$ cat src/rtl/store_trace_fifo.sv
// store_trace_fifo: passive store tap that queues {addr,data} records, detects the halt store and freezes counters; optional macro STORE_TRACE_FILTER_EN limits recording to [FILT_LO,FILT_HI]
module store_trace_fifo #(
    parameter int DATA_W = 32,
    parameter int DEPTH = 16,
    parameter logic [DATA_W-1:0] HALT_ADDR = 32'h00007fff,
    parameter logic [DATA_W-1:0] FILT_LO = 32'h00000400,
    parameter logic [DATA_W-1:0] FILT_HI = 32'h00000fff
) (
    input  logic              clk,
    input  logic              rst_n,
    input  logic              we,
    input  logic [DATA_W-1:0] daddr,
    input  logic [DATA_W-1:0] wdata,
    output logic              tr_valid,
    input  logic              tr_ready,
    output logic [DATA_W-1:0] tr_addr,
    output logic [DATA_W-1:0] tr_data,
    output logic              full,
    output logic              empty,
    output logic              overflow,
    output logic              halt,
    output logic [DATA_W-1:0] cycle_count,
    output logic [DATA_W-1:0] store_count
);
    localparam int AW = $clog2(DEPTH);

    logic [DATA_W-1:0] mem_addr [DEPTH];
    logic [DATA_W-1:0] mem_data [DEPTH];
    logic [AW:0] wp, rp;
    logic store, is_halt, in_win, want, pop, push, drop;

    assign store = we && !halt;
    assign is_halt = daddr == HALT_ADDR;
`ifdef STORE_TRACE_FILTER_EN
    assign in_win = daddr >= FILT_LO && daddr <= FILT_HI;
`else
    assign in_win = 1'b1;
`endif
    assign want = store && !is_halt && in_win;
    assign empty = wp == rp;
    assign full = wp[AW] != rp[AW] && wp[AW-1:0] == rp[AW-1:0];
    assign tr_valid = !empty;
    assign pop = tr_valid && tr_ready;
    assign push = want && (!full || pop);
    assign drop = want && full && !pop;
    assign tr_addr = empty ? '0 : mem_addr[rp[AW-1:0]];
    assign tr_data = empty ? '0 : mem_data[rp[AW-1:0]];

    // record storage; contents are masked by empty, so no reset is needed
    always_ff @(posedge clk) begin
        if (push) begin
            mem_addr[wp[AW-1:0]] <= daddr;
            mem_data[wp[AW-1:0]] <= wdata;
        end
    end

    // pointers, sticky flags and counters
    always_ff @(posedge clk or negedge rst_n) begin
        if (!rst_n) begin
            wp <= '0;
            rp <= '0;
            overflow <= 1'b0;
            halt <= 1'b0;
            cycle_count <= '0;
            store_count <= '0;
        end else begin
            if (push) wp <= wp + 1'b1;
            if (pop) rp <= rp + 1'b1;
            if (push) store_count <= store_count + 1'b1;
            if (drop) overflow <= 1'b1;
            if (store && is_halt) halt <= 1'b1;
            if (!halt) cycle_count <= cycle_count + 1'b1;
        end
    end
endmodule
$ cat config.mk
export PLATFORM = sky130hd
export DESIGN_NAME = store_trace_fifo
export DESIGN_NICKNAME = d
export VERILOG_FILES = /design/src/rtl/store_trace_fifo.sv
export SDC_FILE = /design/constraint.sdc
export NUM_CORES = 1
export LEC_CHECK = 0
export ABC_AREA = 1
export BUFFER_PORTS_ARGS = -buffer_cell sky130_fd_sc_hd__buf_2
export CORE_UTILIZATION = 25
export CTS_CLUSTER_DIAMETER = 200
export CTS_CLUSTER_SIZE = 8
export DETAILED_ROUTE_END_ITERATION = 7
export MAX_ROUTING_LAYER = met4
export SYNTH_ARGS = -nofsm -noshare
export SYNTH_HDL_FRONTEND = slang
export SYNTH_SLANG_ARGS = --single-unit
$ cat constraint.sdc
create_clock -name clk -period 7.45 [get_ports clk]
set_input_delay 2.235 -clock clk [delete_from_list [all_inputs] [get_ports clk]]
set_output_delay 2.235 -clock clk [all_outputs]
set_load 0.03 [all_outputs]
==> impl_metrics.json, run 1 <==
{
  "path_cells": "inv_8, nand2_1, nand2_1, nor2_2, nand3_2, clkinv_2, buf_4, a21oi_1, buf_2",
  "holdWs_ps": 476,
  "num-fill-cells": 18400,
  "fin_tns_setup_ps": 0,
  "cts_resized": 0,
  "grt_pass1_wl_mm": 195,
  "nets": 4435,
  "boundaryPins": 201,
  "arrival_ps": 4460,
  "htree_levels": 4,
  "cpMaxStageDelayCell": "dfrtp_4",
  "clock_tree.root_cell": "clkbuf_16",
  "synthTopCellsByCount": "1161 x nor2_1, 1024 x edfxtp_1, 630 x nand2_1",
  "finalCritPeriodShare": 0.898,
  "cts_sinks": 1100,
  "viasPerCell": 4.58,
  "grt_max_degree": 245,
  "synth_async_sr_flop_share": 0.0691,
  "port_buffers": 200,
  "cts_tree": "built",
  "grt_overflow_total": 0,
  "via_count": 31000,
  "insertion_delay_ps": 770,
  "relSlewSlack": 0.0552,
  "synthTopCellsByArea": "edfxtp_1 67%, nor2_1 9.5%, o21ai_0 5.6%",
  "power.density_mw_per_mm2": 368,
  "grt_use_total": 0.144,
  "synth_edf_count": 1024,
  "rows": 156,
  "endpoint_kind": "output port",
  "worst_setup_path_start_kind": "register",
  "drive_above_1_share": 0.109,
  "hold_class": "register to register",
  "yosysSeqAreaShare": 0.712,
  "maxCapViolations": 0,
  "syn_area_mm2": 0.0458,
  "synthesis.nets": 4249,
  "final_core_util": 0.296,
  "cp_max_fo": 74,
  "gp_congestion": 0.818,
  "dp.cells": 6573,
  "hold_viol_final": 0,
  "wl_per_cell_um": 19.4,
  "clk_pin_slew_ps": 50,
  "start_util": 0.253,
  "cts.path.max_buffers": 3,
  "grt_pass1_vias": 30000,
  "die_y_um": 430,
  "core_area_mm2": 0.182,
  "worst_pin_slew_ps": 1420,
  "area_growth_pct": 17.3,
  "max_stage_delay_ps": 700,
  "synth.most_common_cell": "nor2_1",
  "ant_nets": 0,
  "finClkSkew_ps": 43.9,
  "drc": 0,
  "crit_type": "register to output port",
  "ys_ff_latch": 1100,
  "outcome": "complete, no violations",
  "slew_violations": 0,
  "instances_no_fill": 6775,
  "pre_cts_slack_ps": 1530,
  "fin_ws_ps": 757,
  "syn_inst": 4174,
  "ys_types": 28,
  "synth-main-ff-cell": "edfxtp_1",
  "setup_viol": 0,
  "drtIter0Drc": 2650,
  "die_area_mm2": 0.185,
  "total_leakage_power_nw": 19.0,
  "antenna_found_initial": 27,
  "worstPathRequired_ps": 5220,
  "fmax_mhz": 149,
  "hpwl_mm": 67.6,
  "dieWidth_um": 430,
  "netlist.area_leader.share": 0.671,
  "post_cts_buffers": 0,
  "ctsHoldBuffers": 0,
  "crit_top_cell": "nand2_1",
  "synth_top_area_cell": "edfxtp_1",
  "peakVddDrop_mv": 0.400,
  "rsz0062_at_grt": "no",
  "synth_area_per_cell_um2": 11.0,
  "dr.pass1.iters": 5,
  "yosysWarnings": 0,
  "numCtsBuffers": 155,
  "wl_mm": 131,
  "period_minus_slack_ps": 6690
}
power breakdown:
part           leakage, nW  internal, mW  total, mW  switching (mW)
sequential            10.2          6.78       6.95           0.166
combinational         6.73          1.77       6.54            4.77
clock                 2.06          3.75       6.32            2.57
total                 19.0          12.3       19.8            7.51
area by class of cell:
cell class | instances | area (um^2) | area share
Multi-Input combinational cell | 2721 | 11800 | 0.219
Antenna cell | 17 | 42.5 | 0.000791
Timing Repair Buffer | 256 | 1570 | 0.0293
Tap cell | 2370 | 2970 | 0.0551
Clock inverter | 15 | 272 | 0.00505
Clock buffer | 170 | 3970 | 0.0738
Inverter | 126 | 493 | 0.00917
Sequential cell | 1100 | 32700 | 0.607
layout by cell type, fill, tap and decap left out, types with 3 or more instances in the layout:
cell	netlist	routed
o21ai_1	12	12
inv_1	103	101
diode_2	0	17
nand2_1	630	630
nand3_1	254	254
clkinv_16	0	4
xnor2_1	20	20
buf_12	0	12
a21oi_1	65	65
inv_2	23	19
buf_2	101	199
ha_1	7	7
clkinv_2	0	4
buf_4	12	45
nor2_1	1161	1144
dfrtp_4	0	3
o21ai_0	509	509
nand4_1	9	9
xor2_1	20	20
dfrtp_1	76	73
nand3b_1	19	19
clkbuf_1	93	13
inv_6	0	4
inv_16	0	4
nor2_4	1	18
nor3_1	7	7
edfxtp_1	1024	1024
clkbuf_16	0	156
cells by family after synthesis:
family                     Yosys count  share of synthesized area
and+or+nand+nor                   2087                      0.181
DFF                               1100                      0.712
AOI/OAI and AO/OA                  587                     0.0642
buffers and inverters              353                     0.0331
xor gates and xnor gates            40                    0.00764
adders and majority gates            7                    0.00191
through the flow:
stage | total power, mW | instance area (um^2)
final | 19.8 | 53800
after global routing | 20.9 | 53800
after CTS | 20.0 | 53700
after detailed placement | 13.6 | 49500
after global placement | 13.6 | 49500
after floorplan | 11.5 | 45800
critical path, delay by kind of cell (launching register included):
kind | cells | cell delay, ps
AO/OA/AOI/OAI | 1 | 650
flip-flops | 1 | 700
AND/OR/NAND/NOR | 4 | 340
buffers and inverters | 4 | 1930
per-layer routing:
layer	track usage	routed length, um	vias up
li1	-	-	14600
met3	0.0280	7860	209
met2	0.239	64700	945
met4	0.0458	3680	0
met1	0.175	55200	15300
met5	-	0	-
registers in the layout, indices dropped and copies added (netlist names):
| name | count |
|---|---|
| rp | 5 |
| store_count | 32 |
| cycle_count | 32 |
| halt | 1 |
| overflow | 1 |
| mem_data | 512 |
| wp | 5 |
| mem_addr | 512 |
final timing paths:
path / startpoint / endpoint / slack [ps] / depth (start not counted)
min in group asynchronous: rst_n / store_count[13] / 1470 / 1
max: rp[0] / tr_addr[29] / 760 / 9
max reg2reg: rp[0] / mem_addr[1][22] / 3310 / 10
min: overflow / overflow / 480 / 1
max in group asynchronous: rst_n / rp[0] / 4960 / 2
min reg2reg: overflow / overflow / 480 / 1
Power figures use the tool's default switching activity.
==> inputs of run 2 (changes only) <==
--- a/config.mk
+++ b/config.mk
@@ -6,11 +6,12 @@
 export NUM_CORES = 1
 export LEC_CHECK = 0
 export ABC_AREA = 1
-export BUFFER_PORTS_ARGS = -buffer_cell sky130_fd_sc_hd__buf_2
+export BUFFER_PORTS_ARGS = -buffer_cell sky130_fd_sc_hd__clkbuf_2
 export CORE_UTILIZATION = 25
-export CTS_CLUSTER_DIAMETER = 200
+export CTS_CLUSTER_DIAMETER = 80
 export CTS_CLUSTER_SIZE = 8
 export DETAILED_ROUTE_END_ITERATION = 7
+export GPL_ROUTABILITY_DRIVEN = 0
 export MAX_ROUTING_LAYER = met4
 export SYNTH_ARGS = -nofsm -noshare
 export SYNTH_HDL_FRONTEND = slang
==> impl_metrics.json, run 2 (same netlist as run 1, synthesis figures left out) <==
{
  "rows": 156,
  "hold_class": "register to register",
  "boundaryPins": 201,
  "arrival_ps": 4280,
  "antenna_found_initial": 20,
  "drc": 0,
  "rsz0062_at_grt": "no",
  "grt_overflow_total": 0,
  "ctsHoldBuffers": 0,
  "cts.path.max_buffers": 3,
  "holdWs_ps": 507,
  "clk_pin_slew_ps": 50,
  "total_leakage_power_nw": 19.1,
  "wl_mm": 131,
  "peakVddDrop_mv": 0.330,
  "wl_per_cell_um": 19.3,
  "clock_tree.root_cell": "clkbuf_16",
  "relSlewSlack": 0.166,
  "grt_pass1_vias": 30000,
  "fin_area_mm2": 0.0540,
  "cts_resized": 0,
  "hold_viol_final": 0,
  "crit_type": "register to output port",
  "drtIter0Drc": 2623,
  "worst_setup_path_start_kind": "register",
  "start_util": 0.253,
  "finClkSkew_ps": 53.9,
  "cp_max_fo": 205,
  "grt_use_total": 0.143,
  "p_clk_frac": 0.324,
  "insertion_delay_ps": 780,
  "ant_nets": 0,
  "endpoint_kind": "output port",
  "multi_input_comb_area_mm2": 0.0118,
  "port_buffers": 200,
  "power.density_mw_per_mm2": 369,
  "die_y_um": 430,
  "dieWidth_um": 430,
  "seq_area_mm2": 0.0327,
  "period_minus_slack_ps": 6520,
  "worst_pin_slew_ps": 1250,
  "slew_violations": 0,
  "dr.pass1.iters": 7,
  "crit_top_cell": "nand2_1",
  "viasPerCell": 4.55,
  "pwr-share-seq": 0.346,
  "p_int_mw": 12.4,
  "final_cell_mix": "1144 x nor2_1, 1024 x edfxtp_1, 630 x nand2_1, 509 x o21ai_0, 254 x nand3_1",
  "htree_levels": 4,
  "die_area_mm2": 0.185,
  "grt_max_degree": 206,
  "nets": 4448,
  "final_common_cell": "nor2_1",
  "setup_viol": 0,
  "outcome": "complete, no violations",
  "num-fill-cells": 18300,
  "fin_tns_setup_ps": 0,
  "place_area_mm2": 0.0496,
  "area_growth_pct": 17.8,
  "grt_pass1_wl_mm": 193,
  "cpMaxStageDelayCell": "buf_4",
  "via_count": 30900,
  "post_cts_buffers": 0,
  "final_core_util": 0.298,
  "p_sw_frac": 0.377,
  "pwr-share-comb": 0.330,
  "worstPathRequired_ps": 5220,
  "cts_sinks": 1100,
  "core_area_mm2": 0.182,
  "cts_tree": "built",
  "path_cells": "buf_12, buf_4, nor2_1, nor2_1, o21ai_0, nand2_1, nand2_1, nand2_1, inv_1, a21oi_1, clkbuf_2",
  "max_stage_delay_ps": 840,
  "power.switching_mw": 7.50,
  "fmax_mhz": 153,
  "drive_above_1_share": 0.112,
  "numCtsBuffers": 157,
  "hpwl_mm": 69.3,
  "finalCritPeriodShare": 0.875,
  "maxCapViolations": 0
}
run 2: changes by cell type in the layout (fill, tap and decap cells not counted), moves of 3 or more:
cell       previous run  this run
buf_2               199         0
clkinv_16             4         8
clkbuf_1             13        18
clkbuf_16           156       159
clkbuf_2              0       199
buf_4                45        58
inv_16                4         1
run 2: layout make-up:
cell class	instances	area share
Sequential cell	1100	0.605
Clock inverter	16	0.00663
Tap cell	2370	0.0549
Inverter	126	0.00913
Timing Repair Buffer	267	0.0302
Multi-Input combinational cell	2721	0.218
Clock buffer	178	0.0752
Antenna cell	16	0.000741
run 2: per-layer routing:
layer	part of all wire	GRT usage	up-vias
met1	0.42	0.171	15200
met4	0.026	0.0446	0
li1	-	-	14600
met5	0	-	-
met3	0.058	0.0290	198
met2	0.50	0.241	883
run 2: path summary, 6_finish.rpt:
check | startpoint | endpoint | slack [ps] | cells past startpoint
min in group asynchronous | rst_n | store_count[18] | 1330 | 1
hold reg to reg | cycle_count[31] | cycle_count[31] | 510 | 2
setup reg to reg | rp[1] | mem_addr[2][18] | 3560 | 9
hold / removal | cycle_count[31] | cycle_count[31] | 510 | 2
setup / recovery | rp[0] | tr_data[29] | 930 | 11
max in group asynchronous | rst_n | rp[0] | 4870 | 2
run 2: critical path, delay by kind of cell (launching register included):
| kind | cells | cell delay [ps] |
|---|---|---|
| compound gates | 2 | 500 |
| flops | 1 | 480 |
| simple gates | 5 | 520 |
| buf+inv | 4 | 1800 |
run 2: through the flow:
| stage | cells | total power [mW] | worst slack (ps) |
|---|---|---|---|
| after global routing | 6791 | 20.9 | 469 |
| after global placement | 6584 | 13.6 | 1620 |
| after floorplan | 4174 | 11.5 | 1380 |
| after CTS | 6778 | 20.1 | 777 |
| final | 6794 | 19.9 | 931 |
| after detailed placement | 6584 | 13.6 | 1610 |
run 2: power by group through the flow:
stage / clock network [mW] / logic [mW] / registers, mW
2_1_floorplan: 0 / 4.59 / 6.90
3_3_place_gp: 0 / 6.61 / 7.00
3_5_place_dp: 0 / 6.65 / 7.00
4_1_cts: 6.57 / 6.66 / 6.89
5_1_grt: 6.80 / 7.26 / 6.88
6_report: 6.45 / 6.56 / 6.89
